[config.mk]
export PLATFORM = sky130hd
export DESIGN_NAME = vram_arbiter
export DESIGN_NICKNAME = d
export VERILOG_FILES = /design/src/rtl/vram_arbiter.sv
export SDC_FILE = /design/constraint.sdc
export NUM_CORES = 1
export LEC_CHECK = 0
export CORE_ASPECT_RATIO = 0.75
export CORE_UTILIZATION = 48
export CTS_CLUSTER_SIZE = 8
export DETAILED_ROUTE_END_ITERATION = 10
export PLACE_DENSITY = 0.73
export SYNTH_ARGS = -nofsm -noshare
export SYNTH_HDL_FRONTEND = slang
export SYNTH_SLANG_ARGS = --single-unit
[constraint.sdc]
create_clock -name clk -period 2.7 [get_ports clk]
set_clock_uncertainty 0.2 [all_clocks]
set_input_delay 0.27 -clock clk [delete_from_list [all_inputs] [get_ports clk]]
set_output_delay 0.27 -clock clk [all_outputs]
set_load 0.005 [all_outputs]
[src/rtl/vram_arbiter.sv]
// vram_arbiter: single-port VRAM slot arbiter between VGA scanout reads and
// a small CPU write FIFO. One VRAM operation per cycle. A write that has been
// starved for MAX_WAIT cycles pre-empts scanout; otherwise scanout wins while
// the display is active, and queued writes drain whenever scanout is idle or
// the beam is in blanking.
module vram_arbiter #(
    parameter int ADDR_W     = 12,
    parameter int DATA_W     = 8,
    parameter int FIFO_DEPTH = 4,
    parameter int MAX_WAIT   = 8
) (
    input  logic                          clk,
    input  logic                          reset,
    input  logic                          bright,
    input  logic                          pix_req,
    input  logic [ADDR_W-1:0]             pix_addr,
    output logic                          pix_gnt,
    output logic                          pix_valid,
    output logic [DATA_W-1:0]             pix_data,
    input  logic                          cpu_wr_valid,
    output logic                          cpu_wr_ready,
    input  logic [ADDR_W-1:0]             cpu_wr_addr,
    input  logic [DATA_W-1:0]             cpu_wr_data,
    output logic [ADDR_W-1:0]             mem_addr,
    output logic                          mem_we,
    output logic [DATA_W-1:0]             mem_wdata,
    input  logic [DATA_W-1:0]             mem_rdata,
    output logic [$clog2(FIFO_DEPTH):0]   fifo_level
);

    localparam int PTR_W  = $clog2(FIFO_DEPTH);
    localparam int LVL_W  = PTR_W + 1;
    localparam int WAIT_W = $clog2(MAX_WAIT + 1);

    // Owner of the VRAM port for the current cycle, in priority order.
    typedef enum logic [1:0] {
        SLOT_IDLE,
        SLOT_WR,
        SLOT_PIX_RD,
        SLOT_FORCE_WR
    } slot_t;

    // CPU write FIFO storage and bookkeeping. Pointers are PTR_W bits wide,
    // so with a power-of-two depth they wrap naturally.
    logic [ADDR_W-1:0] fifo_addr [FIFO_DEPTH];
    logic [DATA_W-1:0] fifo_data [FIFO_DEPTH];
    logic [PTR_W-1:0]  wr_ptr;
    logic [PTR_W-1:0]  rd_ptr;
    logic [LVL_W-1:0]  level;

    // Starvation counter for the FIFO head.
    logic [WAIT_W-1:0] wait_cnt;

    // High in the cycle after a PIX_RD slot, while VRAM presents read data.
    logic              rd_pend;

    slot_t             slot;
    logic              fifo_empty;
    logic              wait_expired;
    logic              pix_req_eff;
    logic              push;
    logic              pop;

    assign fifo_empty   = (level == '0);
    assign wait_expired = (wait_cnt == WAIT_W'(MAX_WAIT));
    // During blanking scanout does not compete, so writes drain freely.
    assign pix_req_eff  = pix_req & bright;
    assign cpu_wr_ready = (level < LVL_W'(FIFO_DEPTH));
    assign push         = cpu_wr_valid & cpu_wr_ready;
    assign pop          = (slot == SLOT_FORCE_WR) || (slot == SLOT_WR);
    // Grant is suppressed while reset is held so no read appears accepted.
    assign pix_gnt      = (slot == SLOT_PIX_RD) && reset;
    assign fifo_level   = level;

    // Slot decision: forced write, then scanout read, then normal write.
    always_comb begin
        // NOTE: assign every always_comb output a default first so that no
        // path leaves it unassigned, which would infer a latch.
        slot = SLOT_IDLE;
        if (!fifo_empty && wait_expired) begin
            slot = SLOT_FORCE_WR;
        end else if (pix_req_eff) begin
            slot = SLOT_PIX_RD;
        end else if (!fifo_empty) begin
            slot = SLOT_WR;
        end
    end

    // FIFO storage: written on accepted pushes only.
    always_ff @(posedge clk) begin
        // NOTE: the storage array is deliberately not reset; the pointers and
        // level define which entries are meaningful, and leaving the array
        // out of reset lets it map onto plain RAM/flops without reset logic.
        if (push) begin
            fifo_addr[wr_ptr] <= cpu_wr_addr;
            fifo_data[wr_ptr] <= cpu_wr_data;
        end
    end

    // FIFO pointers and occupancy; simultaneous push and pop keep the level.
    always_ff @(posedge clk or negedge reset) begin
        // NOTE: sequential state uses non-blocking assignments so every
        // register samples pre-edge values regardless of statement order.
        if (!reset) begin
            wr_ptr <= '0;
            rd_ptr <= '0;
            level  <= '0;
        end else begin
            if (push) begin
                wr_ptr <= wr_ptr + 1'b1;
            end
            if (pop) begin
                rd_ptr <= rd_ptr + 1'b1;
            end
            case ({push, pop})
                2'b10:   level <= level + 1'b1;
                2'b01:   level <= level - 1'b1;
                default: level <= level;
            endcase
        end
    end

    // Starvation counter: counts denied cycles, cleared by a write or empty FIFO.
    always_ff @(posedge clk or negedge reset) begin
        if (!reset) begin
            wait_cnt <= '0;
        end else if (fifo_empty || pop) begin
            wait_cnt <= '0;
        end else if (!wait_expired) begin
            wait_cnt <= wait_cnt + 1'b1;
        end
    end

    // Registered VRAM command for the slot chosen this cycle.
    always_ff @(posedge clk or negedge reset) begin
        if (!reset) begin
            mem_addr  <= '0;
            mem_we    <= 1'b0;
            mem_wdata <= '0;
        end else begin
            case (slot)
                SLOT_FORCE_WR, SLOT_WR: begin
                    mem_addr  <= fifo_addr[rd_ptr];
                    mem_wdata <= fifo_data[rd_ptr];
                    mem_we    <= 1'b1;
                end
                SLOT_PIX_RD: begin
                    mem_addr <= pix_addr;
                    mem_we   <= 1'b0;
                end
                default: begin
                    mem_we <= 1'b0;
                end
            endcase
        end
    end

    // Read return path: capture VRAM data one edge after the address is issued.
    always_ff @(posedge clk or negedge reset) begin
        if (!reset) begin
            rd_pend   <= 1'b0;
            pix_valid <= 1'b0;
            pix_data  <= '0;
        end else begin
            rd_pend   <= (slot == SLOT_PIX_RD);
            pix_valid <= rd_pend;
            if (rd_pend) begin
                pix_data <= mem_rdata;
            end
        end
    end

endmodule

Yosys cells after proc, flatten, opt, wreduce, memory -nomap -nowiden
Memories as Yosys holds them, arrays and structs flattened. A register that Yosys moved wholly into a read port is not among the register bits.
Cells that the tools add are included.
{ "word_totals": {"regBits": 34, "ram_bits": 80, "in_bits": 45, "output_inout_bits": 35, "word_cells": 46, "n_memories": 2} }
{ "memory_table": {"columns": ["memory", "depth", "width", "read_ports", "rd_ports_with_merged_regs", "wr", "line", "source"], "rows": [
  ["fifo_addr", 4, 12, 1, 0, 1, "45", "logic [ADDR_W-1:0] fifo_addr [FIFO_DEPTH];"],
  ["fifo_data", 4, 8, 1, 1, 1, "46", "logic [DATA_W-1:0] fifo_data [FIFO_DEPTH];"]
]} }
{ "classes": {"add_sub_neg": 5, "order_cmp": 1, "eq_ne": 7, "mux": 10, "bitwise": 2, "reduce_logical": 10} }
{ "ops": {"columns": ["cell", "n"], "rows": [
  ["one-hot mux 12 bit (2 select lines)", 1],
  ["two-way mux 4 bit", 2],
  ["equality test 2 bit (second input constant)", 3],
  ["one-hot mux 3 bit (2 select lines)", 1],
  ["adder 2 x 1 -> 2 bit (second input constant)", 2],
  ["adder 4 x 1 -> 4 bit (second input constant)", 1],
  ["equality test 2 x 1 -> 1 bit (second input constant)", 2],
  ["equality test 4 bit (second input constant)", 1],
  ["two-way mux 1 bit", 4],
  ["two-way mux 2 bit", 2],
  ["nonzero test 2 bit", 2],
  ["adder 3 x 1 -> 3 bit (second input constant)", 1],
  ["logical NOT 3 bit", 1],
  ["< comparator 3 bit (second input constant)", 1],
  ["subtractor 3 x 1 -> 3 bit (second input constant)", 1],
  ["AND 1 bit", 2],
  ["logical AND 1 bit", 2],
  ["logical NOT 1 bit", 2],
  ["logical OR 1 bit", 2],
  ["inequality test 2 x 1 -> 1 bit (second input constant)", 1],
  ["OR reduction 2 bit", 1]
]} }

Logic depth before layout (Yosys ltp)
{ "logic_depth": {"word_depth": 8, "depth_mapped": 11, "depth_no_buf": 10} }

Least setup slack after synthesis
No wires, ideal clock.
{ "synth_path": {"path_kind": "register to register", "start": "register wait_cnt[0]", "end": "register level[2], in the netlist fifo_level[2]", "setup_ns": 0.080, "t_arrival_ns": 2.269, "required_ns": 2.420, "setup_slack_ns": 0.151, "stages_incl_launch_ff": 12, "path_buffers": 1, "period_less_slack_ns": 2.549, "path_cell_list": "dfrtp_1 > inv_1 > ha_1 > nand3b_4 > a21oi_4 > buf_4 > ha_1 > inv_1 > fa_1 > xor2_1 > nor2_1 > xnor2_1"} }
{ "synth_between": {"elab_chain_len": 7, "elab_cells_between_ends": 10, "cone_classes": "eq/ne: 5; mux: 2; reduce/logical: 3"} }
{ "synth_lines": {"columns": ["element", "line", "source"], "rows": [
  ["start: declaration", "52", "logic [WAIT_W-1:0] wait_cnt;"],
  ["start signal: assignment", "130", "wait_cnt <= wait_cnt + 1'b1;"],
  ["equality test 4 bit *", "65", "assign wait_expired = (wait_cnt == WAIT_W'(MAX_WAIT));"],
  ["logical AND 1 bit *", "80", "if (!fifo_empty && wait_expired) begin"],
  ["two-way mux 2 bit *", "80", null],
  ["equality test 2 bit or equality test 2 x 1 -> 1 bit (tied branches)", "70", "assign pop = (slot == SLOT_FORCE_WR) || (slot == SLOT_WR);"],
  ["logical OR 1 bit *", "70", null],
  ["net pop", "62", "logic pop;"],
  ["equality test 2 x 1 -> 1 bit or equality test 2 bit (tied branches)", "115", "case ({push, pop})"],
  ["one-hot mux 3 bit (2 select lines) or nonzero test 2 bit (tied branches)", null, null],
  ["end signal: assignment", "116", "2'b10: level <= level + 1'b1;"],
  ["end signal: assignment", "117", "2'b01: level <= level - 1'b1;"],
  ["end signal: assignment", "118", "default: level <= level;"],
  ["end: declaration", "49", "logic [LVL_W-1:0] level;"]
]} }
Mark *: on every way through the listed nets, which the timed path passes. The rest lies on a longest branch.
A chain may end at the register's enable or synchronous reset.

Worst setup path in the final report
{ "layout_path": {"start": "register wait_cnt[0]", "end": "output pix_gnt"} }
{ "layout_between": {"elab_chain_len": 5} }
{ "layout_lines": {"columns": ["element", "line", "source"], "rows": [
  ["equality test 4 bit", "65", null],
  ["logical AND 1 bit", "80", null],
  ["two-way mux 2 bit", "80", null],
  ["equality test 2 bit", "72", "assign pix_gnt = (slot == SLOT_PIX_RD) && reset;"],
  ["logical AND 1 bit", "72", null],
  ["end: declaration", "17", "output logic pix_gnt,"]
]} }
Every way passes these cells.

==> metrics.yaml <==
outcome: "finished clean"
maxCapViolations: 0
core_area_um2: 9740
yosys-top-cells-area: "edfxtp_1, dfrtp_1, mux4_1"
fin_crit_ns: 2.60
crit_arrival_ns: 2.13
synth_flop_cell: "edfxtp_1"
synthesis.instances: 245
finish.instance_area_um2: 6420
ys_ff_latch: 122
cts_max_level: 4
cpLargestDelayFamily: "buffers and inverters"
synth.distinct_cells: 34
place_ws_ns: 0.187
gp_congestion: 0.764
gr-total-overflow: 0
die_x_um: 118
synth_seq_area_share_pct: 71.4
crit_cells: 7
die_area_um2: 10500
slowest_stage: "clkdlybuf4s50_1"
dp_hpwl_mm: 5.95
fin_nets: 408
globalRouteTotalUtil_pct: 19.4
post_drt_via_cell_ratio: 5.21
hp-class: "in2reg"
initial_utilization_pct: 49.7
grt_max_degree: 43
whs_path_depth: 2
setup_viol: 0
clk_latency_ns: 0.40
synthTopCellsByCount: "edfxtp_1, dfrtp_1, and2_1"
p_per_area_nw_per_um2: 1030
fmax_mhz: 385
placed_cell_area_um2: 5860
cts.path.max_buffers: 2
reg2reg_depth: 10
firstDrtPassIters: 4
slew_viol_final: 0
vias: 2602
cp_num_buf_inv: 3
yosys.area.top_type: "edfxtp_1"
holdWs_ns: 0.279
final-seq-area_um2: 3450
dp.cells: 465
antenna_left: 0
antenna_found_initial: 0
grt_pass1_wl_mm: 14.5
end_kind: "output port"
synthArstFlopShare_pct: 34.4
hold_viol: 0
fp.dieH_um: 89.0
antenna_cells_inserted: 0
clock_sinks: 122
numPortBuffers: 79
timing.final.crit_share_pct: 96.2
tns_ns: 0
syn_nets: 298
critical_path.cell_chain: "inv_1 -> ha_1 -> nand3b_4 -> o21ai_4 -> inv_2 -> and2_1 -> clkdlybuf4s50_1"
io_pins: 80
num_rows: 31
cts_tree: "done"
fillers: 671
multi_input_area_um2: 1290
worstPathMaxFanout: 7
synth_edf_count: 80
worst_pin_slew_ns: 0.670
drive_above_1_share_pct: 21.3
worst_setup_path_start_kind: "flop"
cts_made_buffers: 17
grt_pass1_vias: 2741
synth_warnings: 0
wl_mm: 9.13
final_cells: 499
vdd_drop_max_mv: 0.852
synthToLayoutAreaGrowth_pct: 32.7
p_leak_nw: 2.44
path_clk_slew_ns: 0.05
cp.required_ns: 2.23
slew_headroom_pct: 55.3
synth.most_common_cell: "edfxtp_1"
slowest_delay_ns: 0.48
setup_ws_ns: 0.102
synth.top_cell.area_share_pct: 49.6
wl_per_cell_um: 18.3
drcViolationCount: 0
avgSynthCellArea_um2: 19.8
syn_area_um2: 4840
root_buffer: "clkbuf_16"
initialDrtViolationCount: 116
critPathKind: "reg2out"
worst paths after layout:
check | start | to | slack (ns)
setup / recovery | wait_cnt[0] | pix_gnt | 0.10
hold / removal | pix_addr[10] | mem_addr[10] | 0.28
setup reg to reg | wait_cnt[0] | fifo_level[2] | 0.42
hold reg to reg | pix_data[0] | pix_data[0] | 0.30
max in group asynchronous | reset | mem_wdata[4] | 1.59
min in group asynchronous | reset | fifo_level[0] | 0.32
cells by family after synthesis:
group	count (synthesis)	share of synthesized area, %
xor+xnor	8	1.45
simple gates	30	3.90
flops	122	71.4
mux	36	14.5
buf+inv	19	2.07
compound gates	22	4.50
fa+ha+maj	8	2.22
layer usage:
layer / global-route usage (%) / share of wire, % / wire [µm]
met3: 7.14 / 5.5 / 504
met4: 7.81 / 1.5 / 141
met1: 24.2 / 46 / 4170
met2: 31.6 / 47 / 4310
met5: 0 / 0 / 0
stage by stage:
step / util, % / power (mW)
floorplan: - / 3.77
global placement: 60.2 / 4.56
detailed placement: 60.2 / 4.62
CTS: 65.7 / 6.66
finish: 65.9 / 6.59
global route: 65.9 / 6.93
where the power goes:
| part | switching [mW] | leakage [nW] | internal (mW) |
|---|---|---|---|
| combinational | 0.729 | 0.956 | 1.17 |
| sequential | 0.267 | 1.23 | 2.42 |
| clock | 0.704 | 0.259 | 1.30 |
registers in the layout, indices dropped and copies added (netlist names):
register    count
fifo_addr      48
fifo_data      32
fifo_level      3
mem_addr       12
mem_wdata       8
mem_we          1
pix_data        8
pix_valid       1
rd_pend         1
rd_ptr          2
wait_cnt        4
wr_ptr          2
cell usage in the layout, fill, tap and decap left out, types with 2 or more instances in the layout:
master	count
inv_1	10
mux4_1	11
edfxtp_1	80
nand3_1	2
clkdlybuf4s50_1	78
mux4_2	9
clkbuf_8	2
mux2_2	8
xor2_1	3
o221a_2	4
dfrtp_1	42
nand2_1	4
a221o_1	8
nor2_1	5
o21ai_0	2
clkbuf_1	8
xnor2_1	5
mux2_4	8
buf_4	19
ha_1	7
clkbuf_16	17
a211o_1	4
clkinv_2	3
and2_1	14
final cells by class:
type,count,share of cell area [%]
Tap cell,132,2.57
Timing Repair Buffer,99,14.6
Multi-Input combinational cell,104,20.2
Clock buffer,27,7.52
Inverter,11,0.643
Clock inverter,4,0.702
Sequential cell,122,53.8
repair_timing:
item / CTS / global route
setup buffers: 0 / 2
hold buffers: 1 / 0
endpoints found under the setup margin: 0 / 1
resized for setup: 0 / 1
hold endpoints to repair: 42 / 0
(Power assumes the default switching activity.)
